--- src/rtl/sram_req_arbiter.sv ---
// Two-master SRAM-style request arbiter with an in-order ID FIFO for response routing.
// Optional build macro SRAM_ARB_RR_EN selects round-robin arbitration instead of fixed m1 > m0.
module sram_req_arbiter #(
  parameter int unsigned OUTSTANDING = 2
) (
  input  logic        clk,
  input  logic        reset,
  input  logic        m0_req,
  input  logic        m0_wr,
  input  logic [1:0]  m0_size,
  input  logic [3:0]  m0_wstrb,
  input  logic [31:0] m0_addr,
  input  logic [31:0] m0_wdata,
  output logic        m0_addr_ok,
  output logic        m0_data_ok,
  output logic [31:0] m0_rdata,
  input  logic        m1_req,
  input  logic        m1_wr,
  input  logic [1:0]  m1_size,
  input  logic [3:0]  m1_wstrb,
  input  logic [31:0] m1_addr,
  input  logic [31:0] m1_wdata,
  output logic        m1_addr_ok,
  output logic        m1_data_ok,
  output logic [31:0] m1_rdata,
  output logic        s_req,
  output logic        s_wr,
  output logic [1:0]  s_size,
  output logic [3:0]  s_wstrb,
  output logic [31:0] s_addr,
  output logic [31:0] s_wdata,
  input  logic        s_addr_ok,
  input  logic        s_data_ok,
  input  logic [31:0] s_rdata
);

  localparam int unsigned PTR_W = (OUTSTANDING > 1) ? $clog2(OUTSTANDING) : 1;
  localparam int unsigned CNT_W = $clog2(OUTSTANDING + 1);

  typedef enum logic [1:0] {
    ARB_FREE,
    ARB_HOLD_M0,
    ARB_HOLD_M1
  } arb_state_t;

  arb_state_t state, state_next;

  logic             lock;
  logic             lock_id;
  logic             lock_hold;
  logic             grant;
  logic             push;
  logic             pop;
  logic             fifo_full;
  logic             fifo_empty;
  logic             fifo_head;
  logic [OUTSTANDING-1:0] id_mem;
  logic [PTR_W-1:0] wr_ptr;
  logic [PTR_W-1:0] rd_ptr;
  logic [CNT_W-1:0] count;

`ifdef SRAM_ARB_RR_EN
  logic rr_last;
`endif

  function automatic logic [PTR_W-1:0] ptr_inc(input logic [PTR_W-1:0] p);
    return (p == PTR_W'(OUTSTANDING - 1)) ? '0 : p + PTR_W'(1);
  endfunction

  // Lock state register
  always_ff @(posedge clk) begin
    if (reset) state <= ARB_FREE;
    else       state <= state_next;
  end

  // Any presented-but-unaccepted request holds the port for that master next cycle
  always_comb begin
    state_next = ARB_FREE;
    if (s_req && !s_addr_ok) state_next = grant ? ARB_HOLD_M1 : ARB_HOLD_M0;
  end

  always_comb begin
    lock    = (state != ARB_FREE);
    lock_id = (state == ARB_HOLD_M1);
  end

  // A lock only pins the grant while its owner still requests; otherwise arbitration resumes
  always_comb begin
    lock_hold = lock && (lock_id ? m1_req : m0_req);
    if (lock_hold) begin
      grant = lock_id;
    end else if (m0_req && m1_req) begin
`ifdef SRAM_ARB_RR_EN
      grant = ~rr_last;
`else
      grant = 1'b1;
`endif
    end else begin
      grant = m1_req;
    end
  end

  assign fifo_full  = (count == CNT_W'(OUTSTANDING));
  assign fifo_empty = (count == '0);
  assign fifo_head  = id_mem[rd_ptr];

  assign s_req = (m0_req | m1_req) & ~fifo_full;
  assign push  = s_req & s_addr_ok;
  assign pop   = s_data_ok & ~fifo_empty;

  always_comb begin
    s_wr    = 1'b0;
    s_size  = '0;
    s_wstrb = '0;
    s_addr  = '0;
    s_wdata = '0;
    if (s_req) begin
      if (grant) begin
        s_wr    = m1_wr;
        s_size  = m1_size;
        s_wstrb = m1_wstrb;
        s_addr  = m1_addr;
        s_wdata = m1_wdata;
      end else begin
        s_wr    = m0_wr;
        s_size  = m0_size;
        s_wstrb = m0_wstrb;
        s_addr  = m0_addr;
        s_wdata = m0_wdata;
      end
    end
  end

  assign m0_addr_ok = push & ~grant;
  assign m1_addr_ok = push &  grant;

  // Responses with nothing outstanding are dropped rather than routed
  always_comb begin
    m0_data_ok = pop & ~fifo_head;
    m1_data_ok = pop &  fifo_head;
    m0_rdata   = (!fifo_empty && !fifo_head) ? s_rdata : '0;
    m1_rdata   = (!fifo_empty &&  fifo_head) ? s_rdata : '0;
  end

  always_ff @(posedge clk) begin
    if (reset) begin
      id_mem <= '0;
      wr_ptr <= '0;
      rd_ptr <= '0;
      count  <= '0;
    end else begin
      if (push) begin
        id_mem[wr_ptr] <= grant;
        wr_ptr         <= ptr_inc(wr_ptr);
      end
      if (pop) rd_ptr <= ptr_inc(rd_ptr);
      case ({push, pop})
        2'b10:   count <= count + CNT_W'(1);
        2'b01:   count <= count - CNT_W'(1);
        default: count <= count;
      endcase
    end
  end

`ifdef SRAM_ARB_RR_EN
  always_ff @(posedge clk) begin
    if (reset)     rr_last <= 1'b0;
    else if (push) rr_last <= grant;
  end
`endif

endmodule

--- config.mk ---
export PLATFORM = sky130hd
export DESIGN_NAME = sram_req_arbiter
export DESIGN_NICKNAME = d
export VERILOG_FILES = /design/src/rtl/sram_req_arbiter.sv
export SDC_FILE = /design/constraint.sdc
export NUM_CORES = 1
export LEC_CHECK = 0
export CAP_MARGIN = 30
export CORE_AREA = 3 3 125 127
export DETAILED_ROUTE_END_ITERATION = 10
export DIE_AREA = 0 0 128 130
export PLACE_DENSITY_LB_ADDON = 0.3
export SLEW_MARGIN = 10
export SYNTH_ARGS = -nofsm -noshare
export SYNTH_HDL_FRONTEND = slang
export SYNTH_SLANG_ARGS = --single-unit
--- constraint.sdc ---
create_clock -name clk -period 1.6 [get_ports clk]
set_input_delay 0.4 -clock clk [delete_from_list [all_inputs] [get_ports clk]]
set_output_delay 0.4 -clock clk [all_outputs]
set_load 0.01 [all_outputs]
# --- After elaboration in Yosys (flattened, before gate mapping) ---
# Cells that the tools add are included.
word_totals:
  ff_bits: 8
  out_inout_bits: 140
  word_cells: 66
classes:
  n_addsub: 4
  n_lt_le_gt_ge: 3
  n_eq_ne: 4
  n_mux: 24
  bitwise: 13
  reduce_logical: 13
ops:
  columns: ["op", "n"]
  rows:
  - ["$mux 32", 6]
  - ["$mux 1", 10]
  - ["$mux 4", 2]
  - ["$and 1x1->1", 7]
  - ["$eq 2x2->1 const B", 3]
  - ["$logic_and 1x1->1", 6]
  - ["$mux 2", 3]
  - ["$not 1->1", 5]
  - ["$lt 1x2->1 const B", 2]
  - ["$pmux 2 s2", 1]
  - ["$reduce_bool 2->1", 2]
  - ["$logic_not 1->1", 3]
  - ["$add 1x1->1 const B", 2]
  - ["$add 2x1->2 const B", 1]
  - ["$bwmux 2", 1]
  - ["$eq 2x1->1 const B", 1]
  - ["$logic_not 2->1", 1]
  - ["$reduce_or 2->1", 1]
  - ["$sub 2x1->2 const B", 1]
  - ["$demux 1 s1", 1]
  - ["$ge 1x1->1 const B", 1]
  - ["$or 1x1->1", 1]

# --- Logic depth before layout (Yosys ltp) ---
depth:
  depth_word: 6
  mapped_depth: 6
  ltp_nobuf: 6

# --- Worst setup path before layout ---
# Ideal clock, no wire load.
synth_timing:
  kind: "input-to-output"
  startpoint: "input m1_req"
  endpoint: "output s_addr[0]"
  arrival_time_ns: 1.214
  path_slack_ns: -0.014
  stages: 5
  n_path_buf: 2
  cell_sequence: "a21bo_1 -> buf_2 -> buf_2 -> nand2_1 -> a21oi_1"
synth_via:
  elab_chain_len: 5
  elab_cells_between_ends: 9
  classes_between: "mux (5); bitwise (2); reduce/logical (2)"
synth_lines:
  columns: ["element", "line", "source"]
  rows:
  - ["from (decl)", "17", "input logic m1_req,"]
  - ["$logic_and 1x1->1 / $mux 1 (equally long branches)", "92, 89", null]
  - ["$mux 1 / $logic_and 1x1->1 (equally long branches)", "92, 89", null]
  - ["$mux 1", "90", "if (lock_hold) begin"]
  - ["$mux 32", "118", "if (grant) begin"]
  - ["$mux 32 (*)", "117", "if (s_req) begin"]
  - ["to (decl)", "30", "output logic [31:0] s_addr,"]
# Mark *: on every way between the ends. The rest lies on a longest branch, timed or not.

# --- Worst setup path in the final report ---
layout_timing:
  startpoint: "register state[0]"
  endpoint: "output s_wdata[1]"
layout_via:
  elab_chain_len: 6
  elab_cells_between_ends: 7
  classes_between: "eq/ne (1); mux (4); reduce/logical (2)"
layout_lines:
  columns: ["element", "line", "source"]
  rows:
  - ["from (decl)", "46", "arb_state_t state, state_next;"]
  - ["from (signal assigned)", "73", "else state <= state_next;"]
  - ["$eq 2x2->1", "84", "lock_id = (state == ARB_HOLD_M1);"]
  - ["$mux 1", "89", "lock_hold = lock && (lock_id ? m1_req : m0_req);"]
  - ["$logic_and 1x1->1", "89", null]
  - ["$mux 1 (*)", "90", null]
  - ["$mux 32 (*)", "118", null]
  - ["$mux 32 (*)", "117", null]
  - ["to (decl)", "31", "output logic [31:0] s_wdata,"]
# Marked as above.

==> flow_summary.json <==
{
  "vias": 4133,
  "synth_fp_nets": 535,
  "insertion_delay_ns": 0.23,
  "critPathLaunchType": "flip-flop",
  "p_per_area_mw_per_mm2": 778,
  "grt_pass1_wl_um": 23500,
  "start_util": 0.125,
  "finalNetCount": 936,
  "crit_chain": "a21boi_4 -> buf_6 -> buf_12 -> buf_12 -> buf_16 -> buf_12 -> nand2_4 -> a21oi_2 -> buf_2",
  "seq_area_frac_synth": 0.0770,
  "overflow": 0,
  "peakVddDrop_v": 0.000522,
  "synth_flop_cell": "dfxtp_1",
  "fin_crit_ns": 2.03,
  "syn_to_final_growth_pct": 311,
  "synth_cells": 354,
  "cp_max_fo": 5,
  "required_ns": 1.20,
  "synth.distinct_cells": 26,
  "cts_buffers": 3,
  "cpPeakStageDelay_ns": 0.35,
  "fp-row-count": 44,
  "r2r_slack_ns": -0.20,
  "synth_compound_area_frac": 0.223,
  "grt_pass1_vias": 4420,
  "hold_path_class": "flip-flop to flip-flop",
  "dp_hpwl_um": 9980,
  "routed_wl_um": 17300,
  "holdBufCountCts": 0,
  "crit_type": "flip-flop to output port",
  "cts_buffer_depth": 2,
  "synth-xor-area-share": 0.0144,
  "synth_top_cell_by_area": "nand2_1",
  "multiInputGateArea_sq_mm": 0.00259,
  "clock.fmax_mhz": 492,
  "crit_arrival_ns": 1.63,
  "die_y_um": 130,
  "synth_edf_count": 0,
  "pre_cts_ws_ns": -1.10,
  "max_slew_margin": 0.770,
  "antenna_found_initial": 0,
  "cp-end-kind": "output port",
  "synth_commonest_cells": "nand2_1, a21oi_1, and2_1",
  "leakage_uw": 0.00351,
  "die_area_sq_mm": 0.0166,
  "wl_per_cell_um": 18.4,
  "viasPerCell": 4.40,
  "failed_checks": "negative setup slack",
  "path_clk_slew_ns": 0.04,
  "cpMaxStageDelayCell": "dfxtp_4",
  "synth_adder_area_share": 0.00688,
  "ys_ff_latch": 7,
  "status": "complete, but fails checks",
  "worst_pin_slew_ns": 0.344,
  "synthTopCellsByArea": "nand2_1, and2_1, a21oi_1, dfxtp_1, buf_2",
  "setup_violations": 140,
  "finalHoldWorstSlack_ns": 0.515,
  "ctsHtreeMaxLevel": 1,
  "drt-pass1-iter-count": 4,
  "ys_warn_count": 0,
  "crit_buf_inv": 6,
  "synth-simple-area-share": 0.578,
  "cts_tree": "done",
  "ant_nets": 0,
  "fin_crit_sh": 1.27,
  "synth_top_cell_area_share": 0.295,
  "muxShareOfSynthArea": 0.0179,
  "regArea_sq_um": 150,
  "slew_violations": 0,
  "synth.most_common_cell": "nand2_1",
  "core_area_sq_mm": 0.0145,
  "crit_path_frequent_cell": "buf_12",
  "nFillCells": 1294,
  "drive_above_1_share": 0.659,
  "finClkSkew_ns": 0.00119,
  "grt_usage": 0.178,
  "cap_violations": 0,
  "synthArstFlopShare": 0,
  "drt_iter0_markers": 128,
  "pin_count": 320,
  "syn_area_sq_mm": 0.00182,
  "grt_max_degree": 34,
  "cts-root-buf": "clkbuf_16",
  "synth_top_family_by_area": "simple AND/OR/NAND/NOR gates",
  "rsz0062_at_grt": "yes",
  "final-hold-violation-count": 0,
  "io_buffers": 319,
  "globalplace.congestion": 0.820,
  "finalWorstSetupSlack_ns": -0.433,
  "drc": 0,
  "die_width_um": 128,
  "cts_sinks": 7,
  "synth.avg_cell_area_sq_um": 5.14,
  "critical_path.top_delay_family": "buffers and inverters"
}
-- metal layers --
metal	vias up	GRT usage	part of all wire
met5	-	0	0
met4	0	0.0387	0.023
met3	26	0.0393	0.079
met2	224	0.370	0.56
met1	1947	0.177	0.33
li1	1936	-	-
-- where the power goes --
group | internal [uW] | total, uW | switching, uW
Combinational | 2900 | 5110 | 2210
Clock | 329 | 433 | 104
Sequential | 228 | 277 | 48.8
-- placed cells by master, fill, tap and decap left out, types with 3 or more instances in the layout --
cell type	n
a21oi_2	72
and2_1	19
and2_4	47
buf_12	30
buf_16	10
buf_2	93
buf_4	24
buf_6	84
buf_8	5
clkbuf_16	7
clkdlybuf4s50_1	175
dfxtp_1	3
nand2_1	37
nand2_2	42
nand2_4	64
nor2_1	6
nor2b_1	3
-- flip-flops by register name, indices dropped and copies added, names as in the netlist --
signal	count
count	2
id_mem	2
state	1
rd_ptr	1
wr_ptr	1
-- path summary, 6_finish.rpt --
check	startpoint	to	cells after the start
hold / removal	id_mem[1]	id_mem[1]	2
setup reg to reg	state[0]	id_mem[1]	7
hold reg to reg	id_mem[1]	id_mem[1]	2
setup / recovery	state[0]	s_wdata[1]	9
-- cells by family (layout without fill, tap and decap cells) --
logic type      Yosys count  after routing
compound gates           79             79
xor+xnor                  3              3
fa+ha+maj                 1              1
buf+inv                  33            433
flops                     7              7
mux                       3              3
other cells               0              1
simple gates            228            228
-- through the flow --
step | power (uW) | instances | TNS [ns] | area (sq um) | utilization
floorplan | 1760 | 354 | 0 | 2050 | -
global placement | 4150 | 856 | -102.76 | 5690 | 0.391
detailed placement | 4170 | 856 | -106.40 | 5690 | 0.391
CTS | 5490 | 931 | -47.77 | 6890 | 0.474
global route | 6150 | 938 | -54.85 | 7470 | 0.514
finish | 5820 | 939 | -46.56 | 7480 | 0.514
-- area by class of cell --
type / count / area share
Inverter: 2 / 0.00100
Tap cell: 184 / 0.0308
Antenna cell: 1 / 0.000335
Sequential cell: 7 / 0.0201
Timing Repair Buffer: 427 / 0.590
Clock buffer: 3 / 0.0100
Multi-Input combinational cell: 314 / 0.347
Clock inverter: 1 / 0.000669
-- worst register-to-register path, delay by kind of cell, from the launching register on --
family	cells	cell delay [ns]
buffers and inverters	4	0.51
AND/OR/NAND/NOR	1	0.46
AO/OA/AOI/OAI	2	0.41
flip-flops	1	0.35
-- repair_timing --
action,CTS,global route
pin swaps,48,103
gates resized for setup,778,173
buffers inserted,50,17
setup endpoints to repair,145,143
cloned,21,5
No activity file was read; power rests on OpenSTA's default activity.
